--- config.mk ---
export PLATFORM = sky130hd
export DESIGN_NAME = ball_motion_ctrl_flat
export DESIGN_NICKNAME = d
export VERILOG_FILES = /design/src/rtl/ball_motion_ctrl_if.sv /design/src/rtl/ball_motion_ctrl.sv /design/src/flat_wrapper.sv
export SDC_FILE = /design/constraint.sdc
export NUM_CORES = 1
export LEC_CHECK = 0
export CAP_MARGIN = 20
export CORE_MARGIN = 10
export CORE_UTILIZATION = 60
export CTS_BUF_LIST = sky130_fd_sc_hd__clkbuf_8
export DETAILED_ROUTE_END_ITERATION = 8
export GPL_TIMING_DRIVEN = 0
export PLACE_DENSITY = 0.9
export SLEW_MARGIN = 30
export SYNTH_ARGS = -nofsm -noshare
export SYNTH_HDL_FRONTEND = slang
export SYNTH_SLANG_ARGS = --single-unit
--- constraint.sdc ---
create_clock -name clk -period 13.6 [get_ports clk]
set_input_delay 1.36 -clock clk [delete_from_list [all_inputs] [get_ports clk]]
set_output_delay 1.36 -clock clk [all_outputs]
set_load 0.1 [all_outputs]
--- src/rtl/ball_motion_ctrl_if.sv ---
// Signal bundle between the breakout control/timing logic and the ball motion engine.
// The master side drives controls and collision flags. The slave side returns ball state.
interface ball_motion_ctrl_if #(
  parameter int W      = 10,
  parameter int STEP_W = 4
);
  logic              launch;
  logic              frame_tick;
  logic [STEP_W-1:0] xstep;
  logic [STEP_W-1:0] ystep;
  logic [W-1:0]      paddle_x;
  logic              brick_hit_x;
  logic              brick_hit_y;
  logic [W-1:0]      ball_x;
  logic [W-1:0]      ball_y;
  logic [1:0]        dir;
  logic              moving;
  logic              ball_lost;
  logic [7:0]        bounce_count;

  modport master (
    output launch, frame_tick, xstep, ystep, paddle_x, brick_hit_x, brick_hit_y,
    input  ball_x, ball_y, dir, moving, ball_lost, bounce_count
  );

  modport slave (
    input  launch, frame_tick, xstep, ystep, paddle_x, brick_hit_x, brick_hit_y,
    output ball_x, ball_y, dir, moving, ball_lost, bounce_count
  );
endinterface

--- src/rtl/ball_motion_ctrl.sv ---
// Ball motion engine for breakout. On each frame tick in MOVE it steps the ball.
// It resolves brick toggles, wall bounces and the paddle hit or miss in one cycle.
module ball_motion_ctrl #(
  parameter int         W         = 10,
  parameter int         STEP_W    = 4,
  parameter int         X_MAX     = 639,
  parameter int         Y_MAX     = 479,
  parameter int         BALL_SIZE = 4,
  parameter int         PADDLE_Y  = 460,
  parameter int         PADDLE_W  = 32,
  parameter int         X_INIT    = 320,
  parameter int         Y_INIT    = 240,
  parameter logic [1:0] DIR_INIT  = 2'b10
) (
  input  logic                    clk,
  input  logic                    resetn,
  ball_motion_ctrl_if.slave       bus
);

  typedef enum logic [1:0] {IDLE, MOVE, LOST} state_t;

  // All collision arithmetic uses one extra bit. Candidates past the right edge
  // therefore do not wrap. Subtraction below zero is caught before its result is used.
  localparam logic [W:0]   SIZE_M1  = (W+1)'(BALL_SIZE - 1);
  localparam logic [W:0]   X_LIMIT  = (W+1)'(X_MAX);
  localparam logic [W:0]   X_WALL   = (W+1)'(X_MAX - BALL_SIZE + 1);
  localparam logic [W:0]   Y_PADDLE = (W+1)'(PADDLE_Y);
  localparam logic [W:0]   Y_REST   = (W+1)'(PADDLE_Y - BALL_SIZE);
  localparam logic [W:0]   Y_FLOOR  = (W+1)'(Y_MAX - BALL_SIZE + 1);
  localparam logic [W:0]   PAD_SPAN = (W+1)'(PADDLE_W - 1);
  localparam logic [W-1:0] X_START  = W'(X_INIT);
  localparam logic [W-1:0] Y_START  = W'(Y_INIT);

  state_t       state, next_state;
  logic [W-1:0] x_q, x_d, y_q, y_d;
  logic [1:0]   dir_q, dir_d;
  logic         lost_q, lost_d;
  logic [7:0]   count_q, count_d;

  logic [1:0]   eff_dir, new_dir;
  logic [W:0]   x_ext, y_ext, step_x, step_y, cand_x, cand_y, new_x, new_y, paddle_ext;
  logic         x_bounce, y_bounce, overlap, missed;
  logic [8:0]   count_sum;
  logic [7:0]   count_sat;

  // Resolve one motion step: brick toggles first, then X walls, then Y walls and paddle using the new X.
  always_comb begin
    eff_dir    = dir_q ^ {bus.brick_hit_y, bus.brick_hit_x};
    x_ext      = {1'b0, x_q};
    y_ext      = {1'b0, y_q};
    step_x     = (W+1)'(bus.xstep);
    step_y     = (W+1)'(bus.ystep);
    paddle_ext = {1'b0, bus.paddle_x};
    cand_x     = eff_dir[0] ? (x_ext - step_x) : (x_ext + step_x);
    cand_y     = eff_dir[1] ? (y_ext - step_y) : (y_ext + step_y);
    new_x      = cand_x;
    new_y      = cand_y;
    new_dir    = eff_dir;
    x_bounce   = 1'b0;
    y_bounce   = 1'b0;
    missed     = 1'b0;

    if (!eff_dir[0] && (cand_x + SIZE_M1 > X_LIMIT)) begin
      new_x      = X_WALL;
      new_dir[0] = 1'b1;
      x_bounce   = 1'b1;
    end else if (eff_dir[0] && (x_ext < step_x)) begin
      new_x      = '0;
      new_dir[0] = 1'b0;
      x_bounce   = 1'b1;
    end

    overlap = (new_x + SIZE_M1 >= paddle_ext) && (new_x <= paddle_ext + PAD_SPAN);

    if (eff_dir[1] && (y_ext < step_y)) begin
      new_y      = '0;
      new_dir[1] = 1'b0;
      y_bounce   = 1'b1;
    end else if (!eff_dir[1] && (cand_y + SIZE_M1 >= Y_PADDLE)) begin
      if (overlap) begin
        new_y      = Y_REST;
        new_dir[1] = 1'b1;
        y_bounce   = 1'b1;
      end else begin
        new_y  = Y_FLOOR;
        missed = 1'b1;
      end
    end

    count_sum = {1'b0, count_q} + 9'(x_bounce) + 9'(y_bounce);
    count_sat = count_sum[8] ? 8'hFF : count_sum[7:0];
  end

  // Next-state and register-load decisions. Nothing moves outside a MOVE tick.
  always_comb begin
    next_state = state;
    x_d        = x_q;
    y_d        = y_q;
    dir_d      = dir_q;
    count_d    = count_q;
    lost_d     = 1'b0;
    case (state)
      IDLE: begin
        if (bus.launch) begin
          next_state = MOVE;
          count_d    = '0;
        end
      end
      MOVE: begin
        if (bus.frame_tick) begin
          x_d     = new_x[W-1:0];
          y_d     = new_y[W-1:0];
          dir_d   = new_dir;
          count_d = count_sat;
          if (missed) begin
            next_state = LOST;
            lost_d     = 1'b1;
          end
        end
      end
      LOST: begin
        if (bus.launch) begin
          next_state = MOVE;
          x_d        = X_START;
          y_d        = Y_START;
          dir_d      = DIR_INIT;
          count_d    = '0;
        end
      end
      default: next_state = IDLE;
    endcase
  end

  // State and ball registers. Reset returns the ball to its launch point immediately.
  always_ff @(posedge clk or negedge resetn) begin
    if (!resetn) begin
      state   <= IDLE;
      x_q     <= X_START;
      y_q     <= Y_START;
      dir_q   <= DIR_INIT;
      lost_q  <= 1'b0;
      count_q <= '0;
    end else begin
      state   <= next_state;
      x_q     <= x_d;
      y_q     <= y_d;
      dir_q   <= dir_d;
      lost_q  <= lost_d;
      count_q <= count_d;
    end
  end

  assign bus.ball_x       = x_q;
  assign bus.ball_y       = y_q;
  assign bus.dir          = dir_q;
  assign bus.moving       = (state == MOVE);
  assign bus.ball_lost    = lost_q;
  assign bus.bounce_count = count_q;

endmodule

--- src/flat_wrapper.sv ---
// flat-port wrapper written by rule: the top's interface ports become plain ports
module ball_motion_ctrl_flat 
#(
  parameter int         W         = 10,
  parameter int         STEP_W    = 4,
  parameter int         X_MAX     = 639,
  parameter int         Y_MAX     = 479,
  parameter int         BALL_SIZE = 4,
  parameter int         PADDLE_Y  = 460,
  parameter int         PADDLE_W  = 32,
  parameter int         X_INIT    = 320,
  parameter int         Y_INIT    = 240,
  parameter logic [1:0] DIR_INIT  = 2'b10
)
  (clk, resetn, bus_launch, bus_frame_tick, bus_xstep, bus_ystep, bus_paddle_x, bus_brick_hit_x, bus_brick_hit_y, bus_ball_x, bus_ball_y, bus_dir, bus_moving, bus_ball_lost, bus_bounce_count);
  ball_motion_ctrl_if #(.W(W), .STEP_W(STEP_W)) bus_i ();
  input  logic clk;
  input  logic resetn;
  input wire logic [$bits(bus_i.launch)-1:0] bus_launch;
  input wire logic [$bits(bus_i.frame_tick)-1:0] bus_frame_tick;
  input wire logic [$bits(bus_i.xstep)-1:0] bus_xstep;
  input wire logic [$bits(bus_i.ystep)-1:0] bus_ystep;
  input wire logic [$bits(bus_i.paddle_x)-1:0] bus_paddle_x;
  input wire logic [$bits(bus_i.brick_hit_x)-1:0] bus_brick_hit_x;
  input wire logic [$bits(bus_i.brick_hit_y)-1:0] bus_brick_hit_y;
  output wire logic [$bits(bus_i.ball_x)-1:0] bus_ball_x;
  output wire logic [$bits(bus_i.ball_y)-1:0] bus_ball_y;
  output wire logic [$bits(bus_i.dir)-1:0] bus_dir;
  output wire logic [$bits(bus_i.moving)-1:0] bus_moving;
  output wire logic [$bits(bus_i.ball_lost)-1:0] bus_ball_lost;
  output wire logic [$bits(bus_i.bounce_count)-1:0] bus_bounce_count;
  assign bus_i.launch = bus_launch;
  assign bus_i.frame_tick = bus_frame_tick;
  assign bus_i.xstep = bus_xstep;
  assign bus_i.ystep = bus_ystep;
  assign bus_i.paddle_x = bus_paddle_x;
  assign bus_i.brick_hit_x = bus_brick_hit_x;
  assign bus_i.brick_hit_y = bus_brick_hit_y;
  assign bus_ball_x = bus_i.ball_x;
  assign bus_ball_y = bus_i.ball_y;
  assign bus_dir = bus_i.dir;
  assign bus_moving = bus_i.moving;
  assign bus_ball_lost = bus_i.ball_lost;
  assign bus_bounce_count = bus_i.bounce_count;
  ball_motion_ctrl #(.W(W), .STEP_W(STEP_W), .X_MAX(X_MAX), .Y_MAX(Y_MAX), .BALL_SIZE(BALL_SIZE), .PADDLE_Y(PADDLE_Y), .PADDLE_W(PADDLE_W), .X_INIT(X_INIT), .Y_INIT(Y_INIT), .DIR_INIT(DIR_INIT)) u_core (.clk(clk), .resetn(resetn), .bus(bus_i));
endmodule
[After elaboration in Yosys (flattened, before gate mapping)]
Cells that the tools add are included.
Word-level totals
  logic and storage cells: 83
  bits in registers: 33
  output and inout port bits: 32
  bits of input ports: 24
Operators by class
  $add $sub $neg: 10
  eq/ne operators: 6
  muxes and demuxes: 40
  bitwise operators: 1
  reduce and logical (&&, ||, !) cells: 14
  magnitude comparators: 6
Operators with widths (number)
  $mux 10: 6
  $mux 11: 4
  $pmux 10 s2: 2
  $add 11x2->11 const B: 3
  $mux 8: 3
  $add 10x4->11: 2
  $sub 10x4->11: 2
  $lt 10x4->1: 2
  $mux 1: 16
  $pmux 8 s2: 1
  $add 10x5->11 const B: 1
  $ge 11x10->1: 1
  $ge 11x9->1 const B: 1
  $gt 11x10->1 const B: 1
  $le 11x11->1: 1
  $mux 2: 5
  $add 8x1->9: 1
  $add 9x1->9: 1
  $reduce_and 3->1: 3
  $pmux 2 s2: 2
  $logic_and 1x1->1: 5
  $mux 5: 1
  $ne 2x1->1 const B: 2
  $ne 2x2->1 const B: 2
  7 further kinds: 9

[Depth between registers and ports, before layout]
Gate-level depths: netlist of run 1.
  depth after elaboration: 16
  gate-level depth with buffers: 38

[Least setup slack after synthesis of run 1]
Ideal clock, no wire load.
  path type: input to register
  from: input port bus_xstep[0]
  to: register u_core.count_q[4] (netlist: u_core.bus.bounce_count[4])
  library setup time: 136 ps
  arrival time: 7575 ps
  slack: 5889 ps
  buffers on the path: 0
  required time: 13464 ps
  stages: 35
  cell sequence: ha_1 -> fa_1 -> nor3b_1 -> a211oi_1 -> o22a_1 -> xnor2_1 -> nand4_2 -> or3_2 -> o2111ai_2 -> a21o_2 -> nand2_1 -> inv_1 -> nand2b_1 -> ha_1 -> nor3_1 -> a21oi_1 -> o21ai_0 -> ha_1 -> o21ai_0 -> a21oi_1 -> o211ai_1 -> a21boi_0 -> o21a_1 -> a311o_1 -> and2_4 -> a21boi_0 -> fa_1 -> inv_1 -> ha_1 -> nand2_1 -> nor2_1 -> nand3_1 -> and3_1 -> nor2b_1 -> nor3_1
Between the ends
  cells in the longest elaborated chain, start to end: 16
  elaborated cells on any way between the ends: 24
  classes of those cells: add/sub: 6; order compare: 4; mux: 11; reduce/logical: 3
RTL lines
  from (decl): line flat_wrapper.sv:21  | input wire logic [$bits(bus_i.xstep)-1:0] bus_xstep;
  $add 10x4->11 / $sub 10x4->11 (equally long branches): line ball_motion_ctrl.sv:54  | cand_x = eff_dir[0] ? (x_ext - step_x) : (x_ext + step_x);
  $mux 11: line ball_motion_ctrl.sv:54
  $add 11x2->11: line ball_motion_ctrl.sv:63  | if (!eff_dir[0] && (cand_x + SIZE_M1 > X_LIMIT)) begin
  $gt 11x10->1: line ball_motion_ctrl.sv:63
  $logic_and 1x1->1: line ball_motion_ctrl.sv:63
  $mux 11: line ball_motion_ctrl.sv:63
  $add 11x2->11: line ball_motion_ctrl.sv:73  | overlap = (new_x + SIZE_M1 >= paddle_ext) && (new_x <= paddle_ext + PAD_SPAN);
  $ge 11x10->1: line ball_motion_ctrl.sv:73
  $logic_and 1x1->1: line ball_motion_ctrl.sv:73
  $mux 1: line ball_motion_ctrl.sv:80  | if (overlap) begin
  $mux 1: line ball_motion_ctrl.sv:79  | end else if (!eff_dir[1] && (cand_y + SIZE_M1 >= Y_PADDLE)) begin
  $mux 1: line ball_motion_ctrl.sv:75  | if (eff_dir[1] && (y_ext < step_y)) begin
  $add 9x1->9 *: line ball_motion_ctrl.sv:90  | count_sum = {1'b0, count_q} + 9'(x_bounce) + 9'(y_bounce);
  $mux 8 *: line ball_motion_ctrl.sv:91  | count_sat = count_sum[8] ? 8'hFF : count_sum[7:0];
  $mux 8 *: line ball_motion_ctrl.sv:110  | if (bus.frame_tick) begin
  $pmux 8 s2 *: line ball_motion_ctrl.sv:102  | case (state)
  to (signal assigned): line ball_motion_ctrl.sv:149  | count_q <= count_d;
  to (decl): line ball_motion_ctrl.sv:38  | logic [7:0] count_q, count_d;
Mark *: on every way between the ends. The rest lies on a longest branch, timed or not. The select of a mux whose other input is x is not followed.
A chain may end at the register's enable or synchronous reset.

[Worst setup path in the final report of run 1]
Ends and elaborated chain as after synthesis.

==> results.md, run 1 <==
- Hpwl dp: roughly 8.5 mm
- Worst reg2reg endpoint: u_core.bus.bounce_count[4]
- Initial antenna violation count: 0
- Reg-to-reg critical path startpoint: u_core.bus.ball_x[0]
- Setup-failing EPs final: 0
- Total Wirelength: about 11 mm
- Sink Count: 33
- Max-slew violation count: 0
- Cell variety after synth: 66
- Synthesized net count: about 530
- R2R depth: 35
- Io pins: 56
- Die X: about 100 um
- CP Buf/Inv Count: 3
- 1st-iter DRT viols: between 400 and 500
- Critical path's most frequent cell: ha_1
- Ant diodes: 0
- Most frequent cells in the layout: clkdlybuf4s50_1 (54), nand2_1 (42), ha_1 (41)
- Via count of the first global-routing pass: 3777
- Hold Startpoint: u_core.bus.bounce_count[5]
- Dominant synthesized flop cell: dfrtp_1
- Starting density of the core: a little over three fifths
- Postcts setup bufs: 0
- DRC viols: 0
- Flops & latches, synth: 33
- Hold path cells: 1
- Placer Congestion: 0.9553
- Post-synth EDFFs: 0
- Root buffer cell: clkbuf_8
- Overall Global Routing Usage: between 20 and 25%
- RSZ-0062 raised after global routing: false
- Crit-path max cell delay: between 0.5 and 0.6 ns
- Buffers on Ports: 55
- Drt pass-1 iters: 9
- Max Root-Sink Buffers: 2
- Setup CP Type: input pin to flip-flop
- Syn Area/Cell: around 8.1 sq um
- Min-Delay Path Class: flip-flop to flip-flop
- Worst Setup Start Kind: input pin
- Via count: around 3900
- Die Ht: around 99 um
- P&R area growth vs syn: 20.28%
- Critical path capture point type: flip-flop
- Period minus WS final: 9.285 ns
- Clock slew at reported path FFs: 0.07 ns
- Critical path required time: approximately 14 ns
- Rel. slew slack: 32.99%
- Share of post-route cells with drive strength above 1: under 10%
- Clock Skew: between 0.008 and 0.009 ns
- Clock Latency Late Sink: about 0.29 ns
- TritonCTS Buffers: 5
- Hold Vio Cnt, Final: 0
- Antenna Nets Post-Route: 0
- Vias per cell: roughly 6.5
- Kind of cell adding the most delay to the critical path: simple AND/OR/NAND/NOR gates
- Crit Path Max Fanout: 7
- Core area: around 6000 sq um
- Global route overflow: 0
- R2r setup slk: ~5.4 ns
- Hold Path End: u_core.bus.bounce_count[5]
- Setup_tns: 0 ns
- Arr. time, crit path: approximately 9.5 ns
- Seq/Total Area, Yosys: roughly 22%
- Slew @ Worst Pin: 1.002 ns
- Rows: 28
- Nets@finish: ~600
- Wire per inst: roughly 18 um
- Hold_buf cts: 0
- Die footprint: about 10000 sq um
- Ys async rst share: between 90% and 100%
- Post-Syn Area: roughly 3700 sq um
- Post-CTS Resized: 0
- Period utilisation layout: 68.27%
- Commonest non-fill, non-tap cell in the layout: clkdlybuf4s50_1
- CTS tree: built
- Largest net degree at the start of global routing: 27
- Cells after synthesis: about 460
- Worst path slowest cell: a211oi_1
- H-tree Lvls: 2
- Status: complete, no violations
- Layout Utilization: between 70% and 80%
- First-pass GRT wire length: around 18 mm
- Fmax: around 0.11 GHz
- Max_cap viols: 0
- Synth warn: 0
==> how the worst max path moves through the flow <==
stage	cells after the start	start	slack, ns	to
final	36	bus_xstep[0]	4.32	u_core.bus.bounce_count[4]
after global routing	36	bus_xstep[0]	3.79	u_core.bus.bounce_count[4]
after CTS	36	bus_xstep[0]	4.49	u_core.bus.bounce_count[4]
after detailed placement	35	bus_xstep[0]	4.27	u_core.bus.bounce_count[2]
after global placement	36	bus_xstep[0]	4.40	u_core.bus.bounce_count[4]
after floorplan	35	bus_xstep[0]	5.89	u_core.bus.bounce_count[4]
==> state kept, by name, summed over array words and instances (netlist names) <==
register,flops
u_core.bus.ball_x,10
u_core.bus.ball_y,10
u_core.bus.bounce_count,8
u_core.bus.dir,2
u_core.state,2
u_core.bus.ball_lost,1
==> cells in the mapped netlist (all sizes together), types with 7 or more instances <==
cell type	number	share of area [%]
nand2b	8	1.3
o21ai	20	2.7
xor2	10	2.5
ha	41	14
a31oi	7	1.2
dfrtp	26	17
xnor2	24	5.6
a21oi	37	4.9
inv	37	3.7
dfstp	7	4.9
nand4	7	1.3
clkbuf	7	0.70
nor2	34	3.4
nor3	16	2.1
nand3	18	2.7
a211oi	8	1.9
nand2	42	4.2
nor2b	11	1.8
==> logic make-up after synthesis <==
kind of cell	after synthesis	synth area share [%]
fa+ha+maj	46	16.37
simple gates	165	22.79
flops	33	22.29
xor+xnor	34	8.153
buf+inv	49	5.212
compound gates	132	24.39
mux	3	0.8019
==> area by class of cell <==
| class | count | area, sq um |
|---|---|---|
| Buffer | 12 | 56.30 |
| Sequential cell | 33 | 834.6 |
| Inverter | 37 | 138.9 |
| Clock inverter | 2 | 7.507 |
| Tap cell | 75 | 93.84 |
| Multi-Input combinational cell | 380 | 2725 |
| Timing Repair Buffer | 56 | 565.5 |
| Fill cell | 460 | 1486 |
| Clock buffer | 6 | 82.58 |
==> per-stage QoR <==
| stage | cells | setup slack, ns | hold slack [ns] | cell area, sq um |
|---|---|---|---|---|
| final | 601 | 4.315 | 0.5394 | 4504 |
| after global routing | 601 | 3.793 | 0.5520 | 4504 |
| after CTS | 601 | 4.493 | 0.5397 | 4501 |
| after detailed placement | 593 | 4.265 | 0.5253 | 4410 |
| after global placement | 592 | 4.398 | 0.5222 | 4389 |
| after floorplan | 462 | 5.889 | 0.5646 | 3745 |
==> worst register-to-register path, delay by kind of cell (launching register included) <==
family / cells / cell delay [ns]
adder cells (fa/ha/maj): 6 / 1.82
XOR/XNOR: 2 / 0.70
AND/OR/NAND/NOR: 13 / 2.48
buffers and inverters: 2 / 0.27
flip-flops: 1 / 0.40
AO/OA/AOI/OAI: 12 / 2.43
==> layer usage <==
metal / wire length [um] / GRT usage [%] / part of all wire [%] / up-vias
met5: 0 / 0 / 0 / -
met4: 197 / 7.277 / 1.8 / 0
met3: 1177 / 6.704 / 11 / 29
met2: 5120 / 33.47 / 47 / 242
met1: 4487 / 28.30 / 41 / 1804
li1: - / - / - / 1802
Power of run 1 is left out: the tool's default activity adds up to more than one toggle a clock period on the data nets, which glitch-free logic cannot reach.
==> run 2: changes to the inputs <==
CORE_UTILIZATION = 57   (was 60)
PLACE_DENSITY = 0.86   (was 0.9)
clock period = 9.2 ns   (was 13.6 ns; I/O delays follow)
==> run 2 against run 1 <==
  * Routed wire length down 2.6%
  * Sequential cell count unchanged
  * Critical path depth unchanged
  * First-iteration DRC count up 0.23%
  * Sequential share of layout area down 0.17 points
  * Clock skew up 0.0028 ns
  * Worst setup slack worse by 3.7 ns
==> results.md, run 2 (synthesis gave the netlist of run 1 again) <==
- Period minus WS final: between 8 and 9 ns
- Clock Skew: 0.01076 ns (+0.002755 ns)
- Critical path required time: 9.42 ns (-4.39 ns)
- Antenna Nets Post-Route: 0 (unchanged)
- Rel. slew slack: 33.72% (+0.73 points)
- Core area: 6350 sq um (+6.0%)
- Slew @ Worst Pin: 0.9941 ns (-0.007840 ns)
- Max Root-Sink Buffers: 2 (unchanged)
- Setup WS pre-CTS: 0.2171 ns (-4.048 ns)
- Critical path's most frequent cell: ha_1
- Nets@finish: 595 (unchanged)
- Period utilisation layout: just over 90%
- Initial antenna violation count: 0 (unchanged)
- Hpwl dp: 8.447 mm (-0.62%)
- Setup-failing EPs final: 0 (unchanged)
- Placer Congestion: 1.052 (+10%)
- Fill count: 507 (+10%)
- Overall Global Routing Usage: 20.43% (-1.4 points)
- Footprint of the multi-input gates: 2739 sq um (+0.51%)
- Worst Setup Start Kind: input pin
- Clock Latency Late Sink: 0.30 ns (about the same)
- Worst setup slack after layout: 0.5942 ns (-3.721 ns)
- Postcts setup bufs: 0 (unchanged)
- Arr. time, crit path: 8.83 ns (-0.67 ns)
- Post-CTS Resized: 0 (unchanged)
- Sequential Area: 834.6 sq um (unchanged)
- Die Ht: 101.1 um (+2.1%)
- Io pins: 56 (unchanged)
- Via count of the first global-routing pass: 3670 (-2.8%)
- R2R depth: 35 (unchanged)
- R2r setup slk: 1.25 ns (-4.19 ns)
- Max-slew violation count: 0 (unchanged)
- Global route overflow: 0 (unchanged)
- Commonest non-fill, non-tap cell in the layout: clkdlybuf4s50_1
- First-pass GRT wire length: 17.48 mm (-4.3%)
- Max_cap viols: 0 (unchanged)
- Largest net degree at the start of global routing: 28 (+3.7%)
- Drt pass-1 iters: 5 (-4)
- Crit-path max cell delay: 0.55 ns (+0.03 ns)
- Hold_buf cts: 0 (unchanged)
- Clock slew at reported path FFs: 0.09 ns (+0.02 ns)
- Crit Path Max Fanout: 7 (unchanged)
- Fmax: 0.1162 GHz
- Hold Vio Cnt, Final: 0 (unchanged)
- Share of post-route cells with drive strength above 1: 7.985% (+0.76 points)
- Total Wirelength: 10.69 mm (-2.6%)
- Vias per cell: 6.303 (-2.3%)
- DRC viols: 0 (unchanged)
- Critical path capture point type: flip-flop
- Setup_tns: 0 ns (unchanged)
- 1st-iter DRT viols: 434 (+0.23%)
- P&R area growth vs syn: 21.38%
- Worst path slowest cell: or3_2
- Die footprint: 10210 sq um (+4.2%)
- Buffers on Ports: 55 (unchanged)
- Most frequent cells in the layout: clkdlybuf4s50_1 (54), nand2_1 (42), ha_1 (41)
- Root buffer cell: clkbuf_8
- Min-Delay Path Class: input pin to async pin
- Status: complete, no violations
- Hold WS: 0.4436 ns (-0.09577 ns)
- Worst reg2reg endpoint: u_core.bus.bounce_count[4]
- Via count: 3801 (-2.0%)
- H-tree Lvls: 2 (unchanged)
- Wire per inst: 17.73 um (-3.0%)
- Die X: 101.1 um (+2.1%)
- Starting density of the core: 58.98% (-3.5 points)
- RSZ-0062 raised after global routing: false
- TritonCTS Buffers: 5 (unchanged)
- Reg-to-reg critical path startpoint: u_core.bus.ball_x[0]
- Rows: 29 (+3.6%)
- Sink Count: 33 (unchanged)
- Ant diodes: 0 (unchanged)
- CTS tree: built
- Setup CP Type: input pin to flip-flop
run 2: cell types whose count changed in the layout (fill, tap and decap cells not counted), sizes merged:
cell / before / now
bufinv: 0 / 1
clkbuf: 13 / 12
clkinv: 0 / 1
clkinvlp: 0 / 1
inv: 39 / 37
run 2: how the worst max path moves through the flow:
stage                            endpoint            startpoint
2_1_floorplan  u_core.bus.bounce_count[4]  u_core.bus.ball_x[0]
3_3_place_gp   u_core.bus.bounce_count[4]          bus_xstep[0]
3_5_place_dp   u_core.bus.bounce_count[4]          bus_xstep[0]
4_1_cts        u_core.bus.bounce_count[4]          bus_xstep[0]
5_1_grt        u_core.bus.bounce_count[4]          bus_xstep[0]
6_report       u_core.bus.bounce_count[4]          bus_xstep[0]
run 2: per-layer routing:
metal  vias up  global-route usage, %  wire length [um]
li1       1801                      -                 -
met1      1798                  26.73              4696
met2       177                  32.47              4936
met3        25                  5.213               859
met4         0                  5.466               199
met5         -                      0                 0
run 2: worst max-delay path, delay by kind of cell:
family,cells,cell delay (ns)
fa+ha+maj,6,1.78
simple gates,13,2.77
xor+xnor,1,0.25
compound gates,13,2.38
buf+inv,3,0.72
run 2: cell type report:
| cell class | instances | area share [%] |
|---|---|---|
| Inverter | 37 | 3.055 |
| Timing Repair Buffer | 56 | 12.44 |
| Buffer | 12 | 1.239 |
| Tap cell | 77 | 2.119 |
| Sequential cell | 33 | 18.36 |
| Clock inverter | 3 | 1.018 |
| Clock buffer | 5 | 1.514 |
| Multi-Input combinational cell | 380 | 60.25 |
run 2: metrics by stage:
step	area, sq um	utilization (%)	cells
finish	4546	71.59	603
global route	4546	71.59	603
CTS	4528	71.31	603
detailed placement	4413	69.50	595
global placement	4392	69.16	594
floorplan	3745	-	462
Power of run 2 is left out for the same reason.
